### config.mk
export PLATFORM = sky130hd
export DESIGN_NAME = asi_r
export DESIGN_NICKNAME = d
export VERILOG_FILES = /design/src/rtl/axi_pkg.sv /design/src/rtl/sfifo.sv /design/src/rtl/asi_r.sv
export SDC_FILE = /design/constraint.sdc
export NUM_CORES = 1
export LEC_CHECK = 0
export CORE_MARGIN = 1.5
export CORE_UTILIZATION = 60
export CTS_CLUSTER_DIAMETER = 150
export CTS_CLUSTER_SIZE = 40
export DETAILED_ROUTE_END_ITERATION = 8
export HOLD_SLACK_MARGIN = 0.15
export PLACE_DENSITY_LB_ADDON = 0.3
export SLEW_MARGIN = 30
export SYNTH_ARGS = -nofsm -noshare
export SYNTH_HDL_FRONTEND = slang
export SYNTH_SLANG_ARGS = --single-unit
### constraint.sdc
create_clock -name ACLK -period 27.8 [get_ports ACLK]
set_input_delay 4.17 -clock ACLK [delete_from_list [all_inputs] [get_ports ACLK]]
set_output_delay 4.17 -clock ACLK [all_outputs]
set_load 0.03 [all_outputs]
### src/rtl/axi_pkg.sv
// Shared AXI encodings, read-slave FSM states and the burst next-address helper.
// Used by asi_r and intended for reuse by a matching write slave.
package axi_pkg;

    localparam logic [1:0] BURST_FIXED = 2'd0;
    localparam logic [1:0] BURST_INCR  = 2'd1;
    localparam logic [1:0] BURST_WRAP  = 2'd2;

    localparam logic [1:0] RESP_OKAY   = 2'd0;
    localparam logic [1:0] RESP_SLVERR = 2'd2;

    typedef enum logic {
        ST_IDLE  = 1'b0,
        ST_BURST = 1'b1
    } rd_state_t;

    // Address of the beat after cur; the reserved encoding falls through to INCR.
    function automatic logic [31:0] next_addr(
        input logic [31:0] cur,
        input logic [31:0] size,
        input logic [1:0]  burst,
        input logic [31:0] len
    );
        logic [31:0] step;
        logic [31:0] wrap_mask;
        step      = 32'd1 << size;
        wrap_mask = ((len + 32'd1) << size) - 32'd1;
        case (burst)
            BURST_FIXED: next_addr = cur;
            BURST_INCR:  next_addr = cur + step;
            BURST_WRAP:  next_addr = (cur & ~wrap_mask) | ((cur + step) & wrap_mask);
            default:     next_addr = cur + step;
        endcase
    endfunction

endpackage

### src/rtl/sfifo.sv
// Small synchronous FIFO with a show-ahead head so the consumer can pop and use q
// in the same cycle. Depth is 2**AW.
module sfifo #(
    parameter int AW = 2,
    parameter int DW = 8
) (
    input  logic          clk,
    input  logic          srst,
    input  logic          we,
    input  logic          re,
    input  logic [DW-1:0] d,
    output logic          full,
    output logic          empty,
    output logic [DW-1:0] q
);
    localparam int DEPTH = 1 << AW;

    logic [DW-1:0] mem_reg [DEPTH];
    logic [AW:0]   wr_ptr_reg;
    logic [AW:0]   rd_ptr_reg;

    assign empty = (wr_ptr_reg == rd_ptr_reg);
    assign full  = (wr_ptr_reg[AW-1:0] == rd_ptr_reg[AW-1:0]) &&
                   (wr_ptr_reg[AW] != rd_ptr_reg[AW]);
    assign q     = mem_reg[rd_ptr_reg[AW-1:0]];

    always_ff @(posedge clk) begin
        if (we && !full) begin
            mem_reg[wr_ptr_reg[AW-1:0]] <= d;
        end
    end

    always_ff @(posedge clk) begin
        if (srst) begin
            wr_ptr_reg <= '0;
            rd_ptr_reg <= '0;
        end else begin
            if (we && !full) begin
                wr_ptr_reg <= wr_ptr_reg + 1'b1;
            end
            if (re && !empty) begin
                rd_ptr_reg <= rd_ptr_reg + 1'b1;
            end
        end
    end

endmodule

### src/rtl/asi_r.sv
// AXI read slave: buffers AR requests, expands bursts into single-cycle user reads
// and returns beats through a 2-entry skid buffer. Optional ASI_R_BURST_CHECK_EN
// answers illegal bursts with SLVERR beats instead of reading the user port.
module asi_r
    import axi_pkg::*;
#(
    parameter int AXI_DW     = 128,
    parameter int AXI_AW     = 32,
    parameter int AXI_IW     = 8,
    parameter int AXI_LW     = 8,
    parameter int AXI_SW     = 3,
    parameter int AXI_BURSTW = 2,
    parameter int AXI_RRESPW = 2,
    parameter int ASI_AD     = 4
) (
    input  logic                  ACLK,
    input  logic                  ARESET,
    input  logic [AXI_IW-1:0]     ARID,
    input  logic [AXI_AW-1:0]     ARADDR,
    input  logic [AXI_LW-1:0]     ARLEN,
    input  logic [AXI_SW-1:0]     ARSIZE,
    input  logic [AXI_BURSTW-1:0] ARBURST,
    input  logic                  ARVALID,
    output logic                  ARREADY,
    output logic [AXI_IW-1:0]     RID,
    output logic [AXI_DW-1:0]     RDATA,
    output logic [AXI_RRESPW-1:0] RRESP,
    output logic                  RLAST,
    output logic                  RVALID,
    input  logic                  RREADY,
    output logic                  usr_re,
    output logic [AXI_AW-1:0]     usr_raddr,
    input  logic [AXI_DW-1:0]     usr_rdata
);
    localparam int FIFO_AW = $clog2(ASI_AD);
    localparam int AR_W    = AXI_IW + AXI_AW + AXI_LW + AXI_SW + AXI_BURSTW;

    // AR request buffer
    logic                  fifo_full;
    logic                  fifo_empty;
    logic                  fifo_re;
    logic                  ar_push;
    logic [AR_W-1:0]       ar_d;
    logic [AR_W-1:0]       ar_q;
    logic [AXI_IW-1:0]     ar_id;
    logic [AXI_AW-1:0]     ar_addr;
    logic [AXI_LW-1:0]     ar_len;
    logic [AXI_SW-1:0]     ar_size;
    logic [AXI_BURSTW-1:0] ar_burst;
    logic                  ar_err;

    assign ARREADY = !fifo_full && !ARESET;
    assign ar_push = ARVALID && ARREADY;
    assign ar_d    = {ARID, ARADDR, ARLEN, ARSIZE, ARBURST};
    assign {ar_id, ar_addr, ar_len, ar_size, ar_burst} = ar_q;

    sfifo #(
        .AW (FIFO_AW),
        .DW (AR_W)
    ) u_ar_fifo (
        .clk   (ACLK),
        .srst  (ARESET),
        .we    (ar_push),
        .re    (fifo_re),
        .d     (ar_d),
        .full  (fifo_full),
        .empty (fifo_empty),
        .q     (ar_q)
    );

`ifdef ASI_R_BURST_CHECK_EN
    localparam int SIZE_MAX = $clog2(AXI_DW / 8);

    always_comb begin
        ar_err = 1'b0;
        if (2'(ar_burst) == 2'd3) begin
            ar_err = 1'b1;
        end
        if (2'(ar_burst) == BURST_WRAP &&
            !(ar_len == AXI_LW'(1) || ar_len == AXI_LW'(3) ||
              ar_len == AXI_LW'(7) || ar_len == AXI_LW'(15))) begin
            ar_err = 1'b1;
        end
        if (ar_size > AXI_SW'(SIZE_MAX)) begin
            ar_err = 1'b1;
        end
    end
`else
    assign ar_err = 1'b0;
`endif

    // Burst engine state
    rd_state_t             state_reg;
    rd_state_t             state_next;
    logic [AXI_IW-1:0]     id_reg;
    logic [AXI_AW-1:0]     addr_reg;
    logic [AXI_AW-1:0]     addr_next;
    logic [AXI_LW-1:0]     len_reg;
    logic [AXI_SW-1:0]     size_reg;
    logic [AXI_BURSTW-1:0] burst_reg;
    logic [AXI_LW-1:0]     beat_cnt_reg;
    logic                  err_reg;
    logic                  last_beat;
    logic                  permit;
    logic                  issue;

    // Read-data pipeline stage (the beat whose user data arrives this cycle)
    logic                  pipe_valid_reg;
    logic [AXI_IW-1:0]     pipe_id_reg;
    logic                  pipe_err_reg;
    logic                  pipe_last_reg;
    logic [AXI_DW-1:0]     pipe_data;
    logic [AXI_RRESPW-1:0] pipe_resp;

    // Skid buffer
    logic [AXI_IW-1:0]     skid_id_reg   [2];
    logic [AXI_DW-1:0]     skid_data_reg [2];
    logic [AXI_RRESPW-1:0] skid_resp_reg [2];
    logic                  skid_last_reg [2];
    logic                  skid_wr_reg;
    logic                  skid_rd_reg;
    logic [1:0]            skid_cnt_reg;
    logic                  skid_push;
    logic                  skid_pop;
    logic                  r_pop;
    logic [1:0]            occ;

    assign fifo_re   = (state_reg == ST_IDLE) && !fifo_empty;
    assign last_beat = (beat_cnt_reg == len_reg);
    assign r_pop     = RVALID && RREADY;
    assign occ       = skid_cnt_reg + {1'b0, pipe_valid_reg};
    // A beat may issue only if it is guaranteed a skid slot when its data returns.
    assign permit    = (occ < 2'd2) || (occ == 2'd2 && r_pop);
    assign issue     = (state_reg == ST_BURST) && permit;
    assign addr_next = AXI_AW'(next_addr(32'(addr_reg), 32'(size_reg),
                                         2'(burst_reg), 32'(len_reg)));

    assign usr_re    = issue && !err_reg;
    assign usr_raddr = usr_re ? addr_reg : '0;

    always_comb begin
        state_next = state_reg;
        case (state_reg)
            ST_IDLE:  if (!fifo_empty) state_next = ST_BURST;
            ST_BURST: if (issue && last_beat) state_next = ST_IDLE;
            default:  state_next = ST_IDLE;
        endcase
    end

    always_ff @(posedge ACLK) begin
        if (ARESET) begin
            state_reg      <= ST_IDLE;
            id_reg         <= '0;
            addr_reg       <= '0;
            len_reg        <= '0;
            size_reg       <= '0;
            burst_reg      <= '0;
            beat_cnt_reg   <= '0;
            err_reg        <= 1'b0;
            pipe_valid_reg <= 1'b0;
            pipe_id_reg    <= '0;
            pipe_err_reg   <= 1'b0;
            pipe_last_reg  <= 1'b0;
        end else begin
            state_reg      <= state_next;
            pipe_valid_reg <= issue;
            if (issue) begin
                pipe_id_reg   <= id_reg;
                pipe_err_reg  <= err_reg;
                pipe_last_reg <= last_beat;
            end
            if (fifo_re) begin
                id_reg       <= ar_id;
                addr_reg     <= ar_addr;
                len_reg      <= ar_len;
                size_reg     <= ar_size;
                burst_reg    <= ar_burst;
                beat_cnt_reg <= '0;
                err_reg      <= ar_err;
            end else if (issue) begin
                addr_reg     <= addr_next;
                beat_cnt_reg <= beat_cnt_reg + 1'b1;
            end
        end
    end

    assign pipe_data = pipe_err_reg ? '0 : usr_rdata;
    assign pipe_resp = pipe_err_reg ? AXI_RRESPW'(RESP_SLVERR) : AXI_RRESPW'(RESP_OKAY);

    // With the skid empty, the pipeline beat is presented directly; it only lands
    // in the skid when the master stalls it.
    assign skid_push = pipe_valid_reg && !(skid_cnt_reg == 2'd0 && RREADY);
    assign skid_pop  = (skid_cnt_reg != 2'd0) && RREADY;

    always_ff @(posedge ACLK) begin
        if (ARESET) begin
            skid_wr_reg  <= 1'b0;
            skid_rd_reg  <= 1'b0;
            skid_cnt_reg <= 2'd0;
            for (int i = 0; i < 2; i++) begin
                skid_id_reg[i]   <= '0;
                skid_data_reg[i] <= '0;
                skid_resp_reg[i] <= '0;
                skid_last_reg[i] <= 1'b0;
            end
        end else begin
            if (skid_push) begin
                skid_id_reg[skid_wr_reg]   <= pipe_id_reg;
                skid_data_reg[skid_wr_reg] <= pipe_data;
                skid_resp_reg[skid_wr_reg] <= pipe_resp;
                skid_last_reg[skid_wr_reg] <= pipe_last_reg;
                skid_wr_reg                <= ~skid_wr_reg;
            end
            if (skid_pop) begin
                skid_rd_reg <= ~skid_rd_reg;
            end
            skid_cnt_reg <= skid_cnt_reg + 2'(skid_push) - 2'(skid_pop);
        end
    end

    always_comb begin
        RVALID = 1'b0;
        RID    = '0;
        RDATA  = '0;
        RRESP  = '0;
        RLAST  = 1'b0;
        if (skid_cnt_reg != 2'd0) begin
            RVALID = 1'b1;
            RID    = skid_id_reg[skid_rd_reg];
            RDATA  = skid_data_reg[skid_rd_reg];
            RRESP  = skid_resp_reg[skid_rd_reg];
            RLAST  = skid_last_reg[skid_rd_reg];
        end else if (pipe_valid_reg) begin
            RVALID = 1'b1;
            RID    = pipe_id_reg;
            RDATA  = pipe_data;
            RRESP  = pipe_resp;
            RLAST  = pipe_last_reg;
        end
    end

endmodule

==> summary.txt, run 1 <==
Outcome
  – Outcome: completed

STA
  – Slew Viols, Final: 0
  – Minimum clock period: 11.08 ns
  – Fin. Hold Viols: 0
  – Least-Margin Pin Slew: around 1.0 ns
  – Worst slew margin: 0.335
  – Crit share post-route: 0.399
  – Final worst slack: 16.72 ns
  – Worst clock skew: 0.0467 ns
  – Max frequency: 0.0902 GHz
  – Setup Viol. Count Final: 0
  – Setup TNS: 0 ns
  – RSZ-0062 raised after global routing: false

Job
  – Max-Cap Viols: 0

Die
  – Die area: 45700 µm²
  – Num ports: 359
  – Site Rows: 77
  – Core area: roughly 44000 µm²
  – Die Wd: between 200 and 250 µm
  – Initial core utilization: 0.605
  – Die Y: 214 µm

GRT
  – First-pass GRT wire length: 96.6 mm
  – Initial antenna violation count: 8
  – Total grt overflow: 0
  – Vias in the first global route: around 17000
  – Largest net degree at the start of global routing: about 130
  – Global-route usage over all layers: 0.270

Place
  – DP Worst Slack: 16.76 ns
  – Routability-driven placement congestion ratio: between 0.8 and 0.9
  – I/O Buffers: approximately 360
  – DP HPWL: 41.3 mm

Power
  – VDD IR max: 0.0939 mV
  – Pwr/cell area: approximately 82 nW/µm²
  – Total power: ~2.6 mW
  – Lkg Pwr: 10.3 nW

Final layout
  – Share of cells above drive strength 1: 0.0627
  – Commonest non-fill, non-tap cell in the layout: edfxtp_1
  – Nets: between 2000 and 3000
  – Max FFs per register: 256
  – Commonest cells after routing, fill and taps aside: 486 x edfxtp_1, 355 x clkdlybuf4s50_1, 307 x and2_1
  – Utilization after layout: 0.707
  – Layout Area Growth over Synthesis: 16.8%

Route
  – Via Count: roughly 18000
  – 1st-iter DRT viols: approximately 1700
  – Router iterations before antenna repair: 6
  – Vias/cell: 6.03
  – Final WL: 63.4 mm
  – Wirelength per Cell: 21.4 µm
  – Drc violations: 0
  – Detail Route Antenna Nets: 0

Synthesis
  – Post-synth EDFFs: about 500
  – Sequential share of the synthesized area: 0.612
  – Synth Flop Type: edfxtp_1
  – Fraction of registers with async set/reset: 0
  – Synthesized instance count: 2106
  – Cell variety after synth: 90
  – Synth Warn #: 0
  – Yosys reg bits: 571
  – Avg Cell Area, Syn: 12.6 µm²
  – Synth Cell Area: between 20000 and 30000 µm²

Critical path
  – Critical path fanouts, max: 44
  – Crit path top cell by count: clkdlybuf4s50_1
  – Worst EP arrival: slightly below 7 ns
  – Crit-path max cell delay: 0.61 ns
  – Setup crit end kind: output port
  – Slowest CP cell: clkdlybuf4s50_1
  – Req. time, crit path: 23.63 ns
  – Critical path startpoint category: input pin
  – CP cell instances: clkdlybuf4s50_1, nor2b_1, o21ai_0, nand2b_1, buf_4, clkinv_2, and2_1, clkdlybuf4s50_1
  – Worst setup path class: in2out

Clock tree
  – Clk_lat worst skew: between 0.5 and 0.6 ns
  – Max Buffers Root-to-Sink: 3
  – Hold buffer count at cts: 0
  – Resized Gates After CTS: 0
  – Clk slew on worst S/H paths: 0.14 ns
  – Root buf cell: clkbuf_16
  – Setup bufs post-CTS: 0
  – Clock sink count: 571
  – TritonCTS clock tree: done
  – Num CTS Buffers: 18
  – Htree depth: 1

Worst hold path
  – HP Class: reg2reg
[logic make-up after synthesis]
logic type | Yosys count | share of synthesized area
simple gates | 741 | 0.155
flops | 571 | 0.612
compound gates | 352 | 0.0811
mux | 197 | 0.0994
buf+inv | 177 | 0.0272
xor+xnor | 46 | 0.0151
fa+ha+maj | 21 | 0.0101
other cells | 1 | 0.000141
[worst paths after layout]
kind | from | to | slack, ns | cells past startpoint
worst max-delay path | RREADY | usr_raddr[26] | 16.72 | 8
worst min-delay path | id_reg[3] | pipe_id_reg[3] | 0.46 | 2
worst max register to register | size_reg[0] | flop | 23.09 | 11
worst min register to register | id_reg[3] | pipe_id_reg[3] | 0.46 | 2
[area by class of cell]
class	count	area, µm²
repair buffers	381	3770
multi-input cells	1359	9670
diodes	5	12.5
flip-flops and latches	571	16300
well taps	592	741
fillers	3039	12900
inverters	19	72.6
clock buffers	31	520
clock inverters	1	30.0
[worst max-delay path: cells and delay by family]
kind,cells,cell delay (ns)
buf+inv,4,1.87
compound gates,1,0.17
simple gates,3,0.68
[routing by layer]
metal	track usage	up-vias	wire (µm)	part of all wire
li1	-	8281	-	-
met1	0.374	8829	25800	0.41
met2	0.450	644	31500	0.50
met3	0.0428	92	4640	0.073
met4	0.0695	8	1420	0.022
met5	0	-	47	0.00074
[synth_stat cells, types with 17 or more instances]
cell,instances,area share
mux4_2,53,0.045
clkbuf_1,127,0.018
and2_1,307,0.072
a31oi_1,17,0.0040
xnor2_1,21,0.0069
o21ai_0,182,0.034
mux2i_1,142,0.053
nand2_1,107,0.015
a21oi_1,54,0.010
o31ai_1,17,0.0048
nor2_1,61,0.0086
nand3_1,154,0.029
edfxtp_1,486,0.55
inv_1,17,0.0024
xor2_1,25,0.0082
ha_1,20,0.0094
dfxtp_1,85,0.064
[metrics by stage]
step	std cells	instance area [µm²]	hold WS, ns
6_report	2959	31100	0.461
5_1_grt	2957	31100	0.499
4_1_cts	2954	31100	0.469
3_5_place_dp	2922	30600	0.449
3_3_place_gp	2921	30500	0.449
2_1_floorplan	2107	26600	0.432
[power by group]
part | internal [mW] | switching, mW | total, mW
clock | 0.133 | 0.242 | 0.375
sequential | 1.02 | 0.101 | 1.12
combinational | 0.403 | 0.655 | 1.06
total | 1.56 | 0.998 | 2.56
No activity file was read; power rests on OpenSTA's default activity.
==> inputs of run 2 (changes only) <==
--- a/config.mk
+++ b/config.mk
@@ -6,7 +6,7 @@
 export NUM_CORES = 1
 export LEC_CHECK = 0
 export CORE_MARGIN = 1.5
-export CORE_UTILIZATION = 60
+export CORE_UTILIZATION = 50
 export CTS_CLUSTER_DIAMETER = 150
 export CTS_CLUSTER_SIZE = 40
 export DETAILED_ROUTE_END_ITERATION = 8
==> constraint.sdc (replaced) <==
create_clock -name ACLK -period 10.15 [get_ports ACLK]
set_input_delay 1.5225 -clock ACLK [delete_from_list [all_inputs] [get_ports ACLK]]
set_output_delay 1.5225 -clock ACLK [all_outputs]
set_load 0.03 [all_outputs]
==> run 2 against run 1 <==
Global-route usage down 4.5 points. Total power rose to 2.7 times the previous value. Highest routed layer unchanged. First-iteration DRC count down 20%. Clock power rose to 2.8 times the previous value. Non-clock buffer count up 3. Sequential cell count unchanged. Sequential share of layout area down 0.25 points. Largest power group unchanged. Final area up 0.48%. Utilization down 11 points. Cell count up 3.3%. Critical path type is now reg2out. Critical path depth unchanged.
==> summary.txt, run 2 (synthesis gave the netlist of run 1 again) <==
STA
  – Max frequency: 0.173 GHz
  – Final worst slack: 4.37 ns (was 16.72 ns)
  – RSZ-0062 raised after global routing: false (unchanged)
  – Crit share post-route: 0.569
  – Worst clock skew: 0.0443 ns (was 0.0467 ns)
  – Fin. Hold Viols: 0 (unchanged)
  – Setup Viol. Count Final: 0 (unchanged)
  – Minimum clock period: approximately 5.8 ns
  – Setup TNS: 0 ns (unchanged)
  – Least-Margin Pin Slew: 0.955 ns (was 0.998 ns)
  – Worst slew margin: 0.364 (was 0.335)
  – Slew Viols, Final: 0 (unchanged)

Route
  – 1st-iter DRT viols: 1361 (was 1699)
  – Detail Route Antenna Nets: 0 (unchanged)
  – Via Count: 17600 (was 17900)
  – Vias/cell: 5.76 (was 6.03)
  – Drc violations: 0 (unchanged)
  – Wirelength per Cell: 20.8 µm (was 21.4 µm)
  – Final WL: 63.6 mm (was 63.4 mm)
  – Router iterations before antenna repair: 5 (was 6)

GRT
  – First-pass GRT wire length: 96.0 mm (was 96.6 mm)
  – Largest net degree at the start of global routing: 91 (was 129)
  – Vias in the first global route: 17000 (was 17200)
  – Initial antenna violation count: 5 (was 8)
  – Global-route usage over all layers: 0.225 (was 0.270)
  – Total grt overflow: 0 (unchanged)

Place
  – Routability-driven placement congestion ratio: 0.856 (was 0.877)
  – DP Worst Slack: 4.47 ns (was 16.76 ns)
  – DP HPWL: 41.7 mm (was 41.3 mm)
  – Placed Cells: 3020 (was 2922)
  – I/O Buffers: 356 (unchanged)

Clock tree
  – Root buf cell: clkbuf_16 (unchanged)
  – TritonCTS clock tree: done (unchanged)
  – Htree depth: 1 (unchanged)
  – Setup bufs post-CTS: 0 (unchanged)
  – Resized Gates After CTS: 0 (unchanged)
  – Max Buffers Root-to-Sink: 3 (unchanged)
  – Hold buffer count at cts: 0 (unchanged)
  – Clock sink count: 571 (unchanged)
  – Num CTS Buffers: 18 (unchanged)
  – Clk slew on worst S/H paths: 0.13 ns (was 0.14 ns)
  – Clk_lat worst skew: 0.58 ns (about the same)

Die
  – Core area: 52700 µm² (was 44000 µm²)
  – Site Rows: 84 (was 77)
  – Die Wd: 234 µm (was 214 µm)
  – Num ports: 359 (unchanged)
  – Die Y: 234 µm (was 214 µm)
  – Die area: 54700 µm² (was 45700 µm²)
  – Initial core utilization: 0.506 (was 0.605)

Critical path
  – Req. time, crit path: 8.63 ns (was 23.63 ns)
  – Setup crit end kind: output port (unchanged)
  – Worst reg-to-reg setup slack: 5.91 ns (was 23.09 ns)
  – CP startpoint: pipe_valid_reg (was RREADY)
  – Critical path fanouts, max: 63 (was 44)
  – Worst EP arrival: 4.25 ns (was 6.91 ns)
  – Worst setup path class: reg2out (was in2out)
  – Critical path startpoint category: flop (was input pin)
  – Worst Reg-to-Reg Cells: 11 (unchanged)
  – Crit path to: usr_raddr[13] (was usr_raddr[26])
  – Worst r2r src: size_reg[0] (unchanged)

Worst hold path
  – HP Class: reg2reg (unchanged)

Final layout
  – Max FFs per register: 256 (unchanged)
  – Final non-filler cell total: 3057 (was 2959)
  – Utilization after layout: 0.594 (was 0.707)
  – Layout Area Growth over Synthesis: 17.4% (was 16.8%)
  – Commonest cells after routing, fill and taps aside: 486 x edfxtp_1, 355 x clkdlybuf4s50_1, 307 x and2_1 (unchanged)
  – Commonest non-fill, non-tap cell in the layout: edfxtp_1 (unchanged)
  – Share of cells above drive strength 1: 0.0630 (was 0.0627)
  – Nets: 2559 (was 2556)

Power
  – Total power: 7.02 mW (was 2.56 mW)
  – Lkg Pwr: 10.3 nW (about the same)
  – VDD IR max: 0.157 mV (was 0.0939 mV)
  – Pwr/cell area: 224 nW/µm² (was 82.2 nW/µm²)

Job
  – Max-Cap Viols: 0 (unchanged)

Outcome
  – Outcome: completed (unchanged)
## run 2: layout make-up
class,instances,area (µm²)
diodes,4,10.0
clock buffers,31,520
clock inverters,1,30.0
fillers,4174,21400
inverters,19,71.3
multi-input cells,1359,9680
flip-flops and latches,571,16300
well taps,688,861
repair buffers,384,3800
## run 2: how the worst min path moves through the flow
stage | from | to | slack, ns | cells after the start
finish | id_reg[6] | id_reg[6] | 0.47 | 2
global route | id_reg[5] | pipe_id_reg[5] | 0.48 | 2
CTS | id_reg[6] | id_reg[6] | 0.47 | 2
detailed placement | id_reg[6] | id_reg[6] | 0.45 | 2
global placement | id_reg[2] | pipe_id_reg[2] | 0.45 | 2
floorplan | id_reg[0] | pipe_id_reg[0] | 0.43 | 2
## run 2: per-stage QoR
step / hold WS, ns / instance area [µm²]
finish: 0.468 / 31300
global route: 0.478 / 31300
CTS: 0.468 / 31200
detailed placement: 0.449 / 30700
global placement: 0.445 / 30700
floorplan: 0.432 / 26600
## run 2: report_power, final
part | switching (mW) | internal, mW
clock | 0.675 | 0.365
combinational | 1.77 | 1.12
sequential | 0.285 | 2.80
## run 2: critical path, cell delays in order, from the launching register on
cell	delay (ns)
dfxtp_4	0.87
ha_1	0.30
or4b_2	0.62
nand2b_1	0.10
buf_4	0.28
clkinv_1	0.34
buf_4	0.35
and2_1	0.21
clkdlybuf4s50_1	0.59
## run 2: routing by layer
| layer | GRT usage | part of all wire |
|---|---|---|
| met1 | 0.318 | 0.44 |
| met3 | 0.0340 | 0.065 |
| met4 | 0.0585 | 0.021 |
| met2 | 0.367 | 0.48 |
| met5 | 0 | 0.00036 |
